## config.mk

```make
export PLATFORM = sky130hd
export DESIGN_NAME = wb_pwm_slave
export DESIGN_NICKNAME = d
export VERILOG_FILES = /design/src/rtl/wb_pwm_pkg.sv /design/src/rtl/wb_pwm_slave_pwm_core.sv /design/src/rtl/wb_pwm_slave.sv
export SDC_FILE = /design/constraint.sdc
export NUM_CORES = 1
export LEC_CHECK = 0
export CORE_MARGIN = 1.5
export CORE_UTILIZATION = 46
export DETAILED_ROUTE_END_ITERATION = 8
export PLACE_DENSITY = 0.77
export SLEW_MARGIN = 0
export SYNTH_ARGS = -nofsm -noshare
export SYNTH_HDL_FRONTEND = slang
export SYNTH_SLANG_ARGS = --single-unit
```

## constraint.sdc

```tcl
create_clock -name clk -period 1.8 [get_ports clk]
set_input_delay 0.18 -clock clk [delete_from_list [all_inputs] [get_ports clk]]
set_output_delay 0.18 -clock clk [all_outputs]
set_load 0.02 [all_outputs]
```

## src/rtl/wb_pwm_pkg.sv

```systemverilog
// Shared definitions for the Wishbone PWM responder.
// Holds the register offsets, CTRL bit positions, the offset-decode width
// and the Wishbone response state encoding used by wb_pwm_slave.
package wb_pwm_pkg;

    // Word offset decode: byte address bits [3:2]
    localparam int unsigned OFFS_W = 2;

    typedef enum logic [OFFS_W-1:0] {
        REG_CTRL   = 2'd0,
        REG_PERIOD = 2'd1,
        REG_DUTY   = 2'd2,
        REG_COUNT  = 2'd3
    } reg_sel_e;

    localparam int unsigned CTRL_EN_BIT  = 0;
    localparam int unsigned CTRL_POL_BIT = 1;
    localparam int unsigned CTRL_W       = 2;

    // Response state: each non-idle state is one cycle of ack or err
    typedef enum logic [1:0] {
        WB_IDLE = 2'b00,
        WB_ACK  = 2'b01,
        WB_ERR  = 2'b10
    } wb_state_e;

endpackage

```

## src/rtl/wb_pwm_slave_pwm_core.sv

```systemverilog
// PWM generator core.
// Ports:
//   clk_i, rst_i  clock, synchronous active-high reset
//   en_i          channel enable
//   pol_i         output polarity (1 = inverted)
//   period_i      shadow period P
//   duty_i        shadow duty D
//   cnt_o         live counter value
//   pwm_out_o     registered PWM output
//   pwm_wrap_o    high on the cycle the counter equals the active period
module pwm_core #(
    parameter int unsigned CNT_WIDTH = 16
) (
    input  logic                 clk_i,
    input  logic                 rst_i,
    input  logic                 en_i,
    input  logic                 pol_i,
    input  logic [CNT_WIDTH-1:0] period_i,
    input  logic [CNT_WIDTH-1:0] duty_i,
    output logic [CNT_WIDTH-1:0] cnt_o,
    output logic                 pwm_out_o,
    output logic                 pwm_wrap_o
);

    logic [CNT_WIDTH-1:0] cnt_q, cnt_d;
    logic [CNT_WIDTH-1:0] p_act_q, p_act_d;
    logic [CNT_WIDTH-1:0] d_act_q, d_act_d;
    logic                 pwm_q, pwm_d;
    logic                 at_end;

    assign at_end = (cnt_q == p_act_q);

    always_comb begin
        cnt_d   = cnt_q;
        p_act_d = p_act_q;
        d_act_d = d_act_q;
        pwm_d   = pol_i;
        if (!en_i) begin
            // Disabled: hold at zero and track the shadow registers so that
            // enabling starts a clean period with the latest settings.
            cnt_d   = '0;
            p_act_d = period_i;
            d_act_d = duty_i;
        end else begin
            pwm_d = (cnt_q < d_act_q) ^ pol_i;
            if (at_end) begin
                cnt_d   = '0;
                p_act_d = period_i;
                d_act_d = duty_i;
            end else begin
                cnt_d = cnt_q + 1'b1;
            end
        end
    end

    always_ff @(posedge clk_i) begin
        if (rst_i) begin
            cnt_q   <= '0;
            p_act_q <= '0;
            d_act_q <= '0;
            pwm_q   <= 1'b0;
        end else begin
            cnt_q   <= cnt_d;
            p_act_q <= p_act_d;
            d_act_q <= d_act_d;
            pwm_q   <= pwm_d;
        end
    end

    assign cnt_o      = cnt_q;
    assign pwm_out_o  = pwm_q;
    assign pwm_wrap_o = en_i & at_end;

endmodule

```

## src/rtl/wb_pwm_slave.sv

```systemverilog
// Wishbone classic responder exposing one PWM channel.
// Register map (byte offsets): 0x00 CTRL (EN, POL), 0x04 PERIOD, 0x08 DUTY,
// 0x0C COUNT (read-only). Unmapped accesses and COUNT writes return err.
// Ports:
//   clk, rst       clock, synchronous active-high reset
//   s_wb_*         Wishbone classic slave port (adr, dat_w, dat_r, we, sel,
//                  cyc, stb, ack, err)
//   pwm_out        PWM output
//   pwm_wrap       pulse at each period boundary
module wb_pwm_slave
    import wb_pwm_pkg::*;
#(
    parameter int unsigned ADDR_WIDTH = 32,
    parameter int unsigned DATA_WIDTH = 32,
    parameter int unsigned SEL_WIDTH  = DATA_WIDTH / 8,
    parameter int unsigned CNT_WIDTH  = 16
) (
    input  logic                  clk,
    input  logic                  rst,
    input  logic [ADDR_WIDTH-1:0] s_wb_adr,
    input  logic [DATA_WIDTH-1:0] s_wb_dat_w,
    output logic [DATA_WIDTH-1:0] s_wb_dat_r,
    input  logic                  s_wb_we,
    input  logic [SEL_WIDTH-1:0]  s_wb_sel,
    input  logic                  s_wb_cyc,
    input  logic                  s_wb_stb,
    output logic                  s_wb_ack,
    output logic                  s_wb_err,
    output logic                  pwm_out,
    output logic                  pwm_wrap
);

    wb_state_e             state_q, state_d;
    logic [CTRL_W-1:0]     ctrl_q, ctrl_d;
    logic [CNT_WIDTH-1:0]  period_q, period_d;
    logic [CNT_WIDTH-1:0]  duty_q, duty_d;
    logic [DATA_WIDTH-1:0] dat_r_q, dat_r_d;
    logic [CNT_WIDTH-1:0]  cnt;

    reg_sel_e              offs;
    logic                  accept;
    logic                  unmapped;
    logic                  bad;
    logic [DATA_WIDTH-1:0] wmask;
    logic [DATA_WIDTH-1:0] rd_val;
    logic [DATA_WIDTH-1:0] merged;
    logic                  unused_bits;

    assign offs     = reg_sel_e'(s_wb_adr[3:2]);
    assign unmapped = |s_wb_adr[15:4];
    assign accept   = s_wb_cyc & s_wb_stb & (state_q == WB_IDLE);
    assign bad      = unmapped | (s_wb_we & (offs == REG_COUNT));

    always_comb begin
        wmask = '0;
        for (int unsigned i = 0; i < DATA_WIDTH; i++) begin
            wmask[i] = s_wb_sel[i / 8];
        end
    end

    always_comb begin
        rd_val = '0;
        case (offs)
            REG_CTRL:   rd_val = DATA_WIDTH'(ctrl_q);
            REG_PERIOD: rd_val = DATA_WIDTH'(period_q);
            REG_DUTY:   rd_val = DATA_WIDTH'(duty_q);
            REG_COUNT:  rd_val = DATA_WIDTH'(cnt);
            default:    rd_val = '0;
        endcase
    end

    // Byte-merge against the addressed register; truncation on assignment
    // drops any bytes above the field width.
    assign merged = (rd_val & ~wmask) | (s_wb_dat_w & wmask);

    always_comb begin
        state_d  = WB_IDLE;
        ctrl_d   = ctrl_q;
        period_d = period_q;
        duty_d   = duty_q;
        dat_r_d  = '0;
        if (accept) begin
            state_d = bad ? WB_ERR : WB_ACK;
            if (!bad) begin
                if (s_wb_we) begin
                    case (offs)
                        REG_CTRL:   ctrl_d   = merged[CTRL_W-1:0];
                        REG_PERIOD: period_d = merged[CNT_WIDTH-1:0];
                        REG_DUTY:   duty_d   = merged[CNT_WIDTH-1:0];
                        default:    ;
                    endcase
                end else begin
                    dat_r_d = rd_val;
                end
            end
        end
    end

    always_ff @(posedge clk) begin
        if (rst) begin
            state_q  <= WB_IDLE;
            ctrl_q   <= '0;
            period_q <= '0;
            duty_q   <= '0;
            dat_r_q  <= '0;
        end else begin
            state_q  <= state_d;
            ctrl_q   <= ctrl_d;
            period_q <= period_d;
            duty_q   <= duty_d;
            dat_r_q  <= dat_r_d;
        end
    end

    assign s_wb_ack   = (state_q == WB_ACK);
    assign s_wb_err   = (state_q == WB_ERR);
    assign s_wb_dat_r = dat_r_q;

    pwm_core #(
        .CNT_WIDTH (CNT_WIDTH)
    ) u_core (
        .clk_i      (clk),
        .rst_i      (rst),
        .en_i       (ctrl_q[CTRL_EN_BIT]),
        .pol_i      (ctrl_q[CTRL_POL_BIT]),
        .period_i   (period_q),
        .duty_i     (duty_q),
        .cnt_o      (cnt),
        .pwm_out_o  (pwm_out),
        .pwm_wrap_o (pwm_wrap)
    );

    // Address bits outside the decode, data bytes above the field width and
    // upper merge bits are intentionally ignored.
    assign unused_bits = ^{s_wb_adr, s_wb_dat_w, merged, wmask};

endmodule

```

### Yosys cells after proc, flatten, opt, wreduce, memory -nomap -nowiden

Index checks and enable logic that the tools add are counted.

* register bits: 117
* bits of input ports: 73
* output and inout port bits: 36

* add/sub/neg operators: 1
* $lt $le $gt $ge: 1
* eq/ne operators: 7
* mux-type cells: 7
* bitwise gates (word level): 13
* reductions and logical operators: 9

Operators with widths (number)
* $pmux 32 s4: 1
* $mux 16: 4
* $and 16x16->16: 2
* $add 16x1->16 const B: 1
* $eq 16x16->1: 1
* $lt 16x16->1: 1
* $not 16->16: 1
* $or 16x16->16: 1
* $reduce_and 4->1: 3
* $reduce_or 12->1: 1
* $eq 2x2->1 const B: 3
* $and 1x1->1: 4
* $eq 2x1->1 const B: 2
* $logic_not 2->1: 2
* $reduce_or 4->1: 1
* $not 1->1: 3
* $reduce_or 3->1: 1
* $mux 2: 1
* $ne 2x1->1 const B: 1
* $reduce_or 2->1: 1
* $mux 1: 1
* $or 1x1->1: 1
* $xor 1x1->1: 1

### Logic depth before layout (Yosys ltp)

Gate-level depths: netlist of the first run.

* depth in word-level cells: 5
* gate-level depth with buffers: 8
* gate-level depth less buffers: 7

### Modules after synthesis

From an unflattened synthesis of the first run, not the netlist that was laid out.

* cells, all modules: 562
* area, all modules: 5255.0 um^2

By module, submodules not included
* wb_pwm_slave: times used 1, cells an instance 304, area an instance 2842.7 um^2, sequential area each 1041.0 um^2
* pwm_core: times used 1, cells an instance 258, area an instance 2412.3 um^2, sequential area each 980.9 um^2

### Worst setup path after synthesis of the first run

OpenSTA, ideal clock, no wires.

* kind: register to register
* start: reg u_core.cnt_q[5] (netlist: u_core.cnt_o[5])
* end: reg u_core.d_act_q[15]
* library setup time: 0.128 ns
* arrival: 1.751 ns
* data required time: 1.672 ns
* path slack: -0.079 ns
* stages on the path, launching flop included: 8
* clock period less this slack: 1.879 ns
* path through: dfxtp_1 -> buf_2 -> xnor2_1 -> nand4_1 -> o41ai_4 -> buf_6 -> mux2i_1 -> nor2_1

* word-level cells in the longest chain between the ends: 2

Ends and longest elaborated chain
* start: declaration: RTL line wb_pwm_slave_pwm_core.sv:25 `logic [CNT_WIDTH-1:0] cnt_q, cnt_d;`
* start signal: assignment: RTL line wb_pwm_slave_pwm_core.sv:63 `cnt_q <= cnt_d;`
* $eq 16x16->1: RTL line wb_pwm_slave_pwm_core.sv:31 `assign at_end = (cnt_q == p_act_q);`
* $ne 2x1->1 (no line)
* end signal: assignment: RTL line wb_pwm_slave_pwm_core.sv:65 `d_act_q <= d_act_d;`
* end: declaration: RTL line wb_pwm_slave_pwm_core.sv:27 `logic [CNT_WIDTH-1:0] d_act_q, d_act_d;`

No other way between the ends.
A chain may end at the register's enable or synchronous reset.

### Worst setup path in the final report of the first run

* start: reg u_core.p_act_q[10]
* end: reg u_core.p_act_q[6]

* word-level cells in the longest chain between the ends: 2

Ends and longest elaborated chain
* start: declaration: RTL line wb_pwm_slave_pwm_core.sv:26 `logic [CNT_WIDTH-1:0] p_act_q, p_act_d;`
* start signal: assignment: RTL line wb_pwm_slave_pwm_core.sv:64 `p_act_q <= p_act_d;`
* $eq 16x16->1: RTL line wb_pwm_slave_pwm_core.sv:31
* $ne 2x1->1 (no line)

No other way between the ends.

==> impl_metrics.yaml, run 1 <==
floorplan:
  die_h_um: 106
  ios: 109
  dieArea_um2: 11200
  fp-row-count: 37
  core_area_um2: 10300
  die_x_um: 106
  start_util_pct: 47.3
timing:
  final-hold-violation-count: 0
  fin_skew_ps: 8.22
  setup_slack_ps: -262
  fmax_mhz: 485
  fin_setup_tns_ps: -7840
  finalSetupViolCount: 66
  slew_viol_final: 0
  finalCritPeriodShare_pct: 115
  rsz0062_at_grt: "true"
  fin_crit_ps: 2060
logic_synthesis:
  syn_avg_cell_area_um2: 9.51
  synth_top_family_by_area: "multiplexers"
  synth_ff_type: "dfxtp_1"
  ys_seq_area_share_pct: 41.4
  synth_edf_count: 0
  synth_fa_ha_area_share_pct: 4.10
  postSynthCellCount: 513
  synth_warnings: 0
  netlist_area_um2: 4880
  synthMuxAreaShare_pct: 20.8
  ys_types: 42
  synth-compound-area-share_pct: 4.31
  synth.ff_latch_count: 101
  synthXorXnorAreaFrac_pct: 5.38
  async_flop_share_pct: 0
  synthSimpleGateAreaFrac_pct: 15.2
grt:
  grt_first_pass_wirelength_um: 20800
  grt_pass1_vias: 4197
  antenna_found_initial: 0
  grt_use_total_pct: 23.9
  grt_overflow: 0
  grt_max_degree: 44
  gr-usage-met2_pct: 44.0
  top_usage_layer: "met2"
  grtUsageMet3_pct: 5.15
  use_met1_pct: 27.4
worst_hold_path:
  hold_depth: 4
  hold_class: "primary input to flop"
final_layout:
  drive_gt1_share_pct: 32.7
  area_growth_pct: 41.0
  nets: 730
  diodes: 0
route:
  postRouteAntennaNets: 0
  via_per_inst: 5.26
  wl_um: 13700
  dr.pass1.iters: 6
  drc: 0
  drt_iter0_markers: 205
  post_drt_wl_per_cell_um: 17.6
  vias: 4095
clocking:
  worstSkewPairLatency_ps: 380
  htree_levels: 3
  clockBufferDepth: 2
  clock_sinks: 101
  cts_hold_buf: 0
  cts_tree: "yes"
  clkTransAtPathRegs_ps: 90
  cts_made_buffers: 9
  cts_root_buf: "clkbuf_8"
power_and_ir_drop:
  vdd_drop_max_v: 0.000530
  p_total_mw: 3.76
  leakagePower_nw: 3.12
  p_per_area_nw_per_um2: 546
place:
  place_congestion: 0.858
  numPortBuffers: 56
  hpwl_um: 8570
job:
  drv_cap: 0
critical_path:
  critical_path_class: "flop to flop"
  crit_path_max_fanout: 7
  cp.required_ps: 2050
  end_kind: "flop"
  r2r_cells: 8
  crit_arrival_ps: 2310
  setup.worst_path.start_class: "flop"
outcome:
  violations: "setup timing"
  outcome: "finished, violations left"
-- timing repair --
item,in CTS,in global routing
cloned,3,0
endpoints found under the setup margin,65,84
gates resized for setup,71,61
pin swaps,17,27
buffers inserted,10,6
-- where the power goes --
group / total [mW] / internal, mW / switching (mW) / leakage [nW]
logic: 0.259 / 0.122 / 0.136 / 2.21
clock network: 1.27 / 0.511 / 0.756 / 0.0836
registers: 2.23 / 2.23 / 0.00100 / 0.824
total: 3.76 / 2.86 / 0.893 / 3.12
-- sequential cells by signal, indices dropped and copies added, names as in the netlist --
name,count
duty_q,16
u_core.p_act_q,16
state_q,2
u_core.d_act_q,16
u_core.cnt_o,16
ctrl_q,2
u_core.pwm_out_o,1
period_q,16
s_wb_dat_r,16
-- synthesized netlist by cell type (all sizes together), types with 2 or more instances --
library cell,instances,share of area [%]
xnor2,21,3.8
nor2,102,7.8
a22oi,14,2.2
nand4,10,1.3
dfxtp,101,41
o21ai,3,0.31
a21o,2,0.31
mux4,2,0.92
inv,35,2.7
clkbuf,13,1.0
ha,16,4.1
mux2,15,3.5
nand3,11,1.1
nor2b,4,0.51
a21oi,4,0.41
nand2,9,0.69
nand2b,2,0.26
mux2i,80,16
nor3,3,0.31
xor2,9,1.6
buf,33,5.0
nor4,7,1.3
or3,3,0.38
-- metal layers --
metal	up-vias	share of wire, %
met2	130	53
met3	21	4.2
met5	-	0
met4	0	1.6
met1	1992	41
li1	1952	-
-- per-stage QoR --
step | hold WS [ps] | std cells | utilization, % | area, µm² | setup WS [ps]
after floorplan | 415 | 528 | - | 4960 | -10.9
after global placement | 477 | 749 | 58.1 | 5990 | -372
after detailed placement | 491 | 749 | 58.1 | 5990 | -436
after CTS | 254 | 773 | 63.8 | 6580 | -190
after global routing | 269 | 779 | 66.7 | 6880 | -311
final | 251 | 779 | 66.7 | 6880 | -262
-- critical path, cell delays in order, from the launching register on --
cell and delay (ps):
dfxtp_1 330, xnor2_1 240, nand4_1 190, buf_4 190
o41ai_4 320, buf_6 180, buf_12 150, mux2i_1 240
nor2_1 80
-- layout make-up --
| class | instances | area [µm²] |
|---|---|---|
| Fill cell | 722 | 3440 |
| Multi-Input combinational cell | 346 | 2970 |
| Sequential cell | 101 | 2050 |
| Timing Repair Buffer | 148 | 1410 |
| Tap cell | 136 | 170 |
| Clock buffer | 10 | 138 |
| Inverter | 35 | 131 |
| Clock inverter | 3 | 15.0 |
-- path summary, 6_finish.rpt --
kind,startpoint,end,slack [ps]
setup / recovery,u_core.p_act_q[10],u_core.p_act_q[6],-260
hold / removal,rst,state_q[0],250
setup reg to reg,u_core.p_act_q[10],u_core.p_act_q[6],-260
hold reg to reg,u_core.d_act_q[8],u_core.d_act_q[8],520
-- cells by family after synthesis --
group,after synthesis
AND/OR/NAND/NOR,160
other,1
multiplexers,97
buffers and inverters,81
flip-flops,101
adder cells (fa/ha/maj),16
AO/OA/AOI/OAI,27
XOR/XNOR,30
-- layout by cell type (no fill, tap or decap), types with 3 or more instances in the layout --
cell / netlist / layout
nor4_2: 3 / 4
dfxtp_2: 0 / 18
clkinv_2: 0 / 3
nand3_1: 11 / 10
nand2_1: 9 / 9
inv_1: 35 / 35
nand4_1: 10 / 10
nor4_4: 0 / 3
clkdlybuf4s50_1: 0 / 52
mux2_2: 15 / 14
xnor2_2: 0 / 12
buf_12: 1 / 7
dfxtp_1: 101 / 81
xor2_1: 9 / 7
ha_4: 0 / 7
ha_1: 16 / 8
nor2b_1: 4 / 4
a22oi_1: 14 / 14
clkbuf_8: 0 / 10
a21oi_2: 0 / 3
xnor2_1: 21 / 9
nor2_1: 102 / 88
conb_1: 1 / 16
mux2i_2: 0 / 6
buf_6: 4 / 8
buf_4: 17 / 75
nor2_4: 0 / 12
mux2i_1: 80 / 72
Note: power is estimated with default switching activity, not from simulation.
==> inputs of run 2 (changes only) <==
- CTS_CLUSTER_SIZE: not set -> 30
==> results of run 2 <==
Final layout, timing and power as in run 1 (identical DEF).
==> inputs of run 3 (changes only) <==
- HOLD_SLACK_MARGIN: not set -> 0.12
==> results of run 3 <==
Final layout, timing and power as in run 1 (identical DEF).
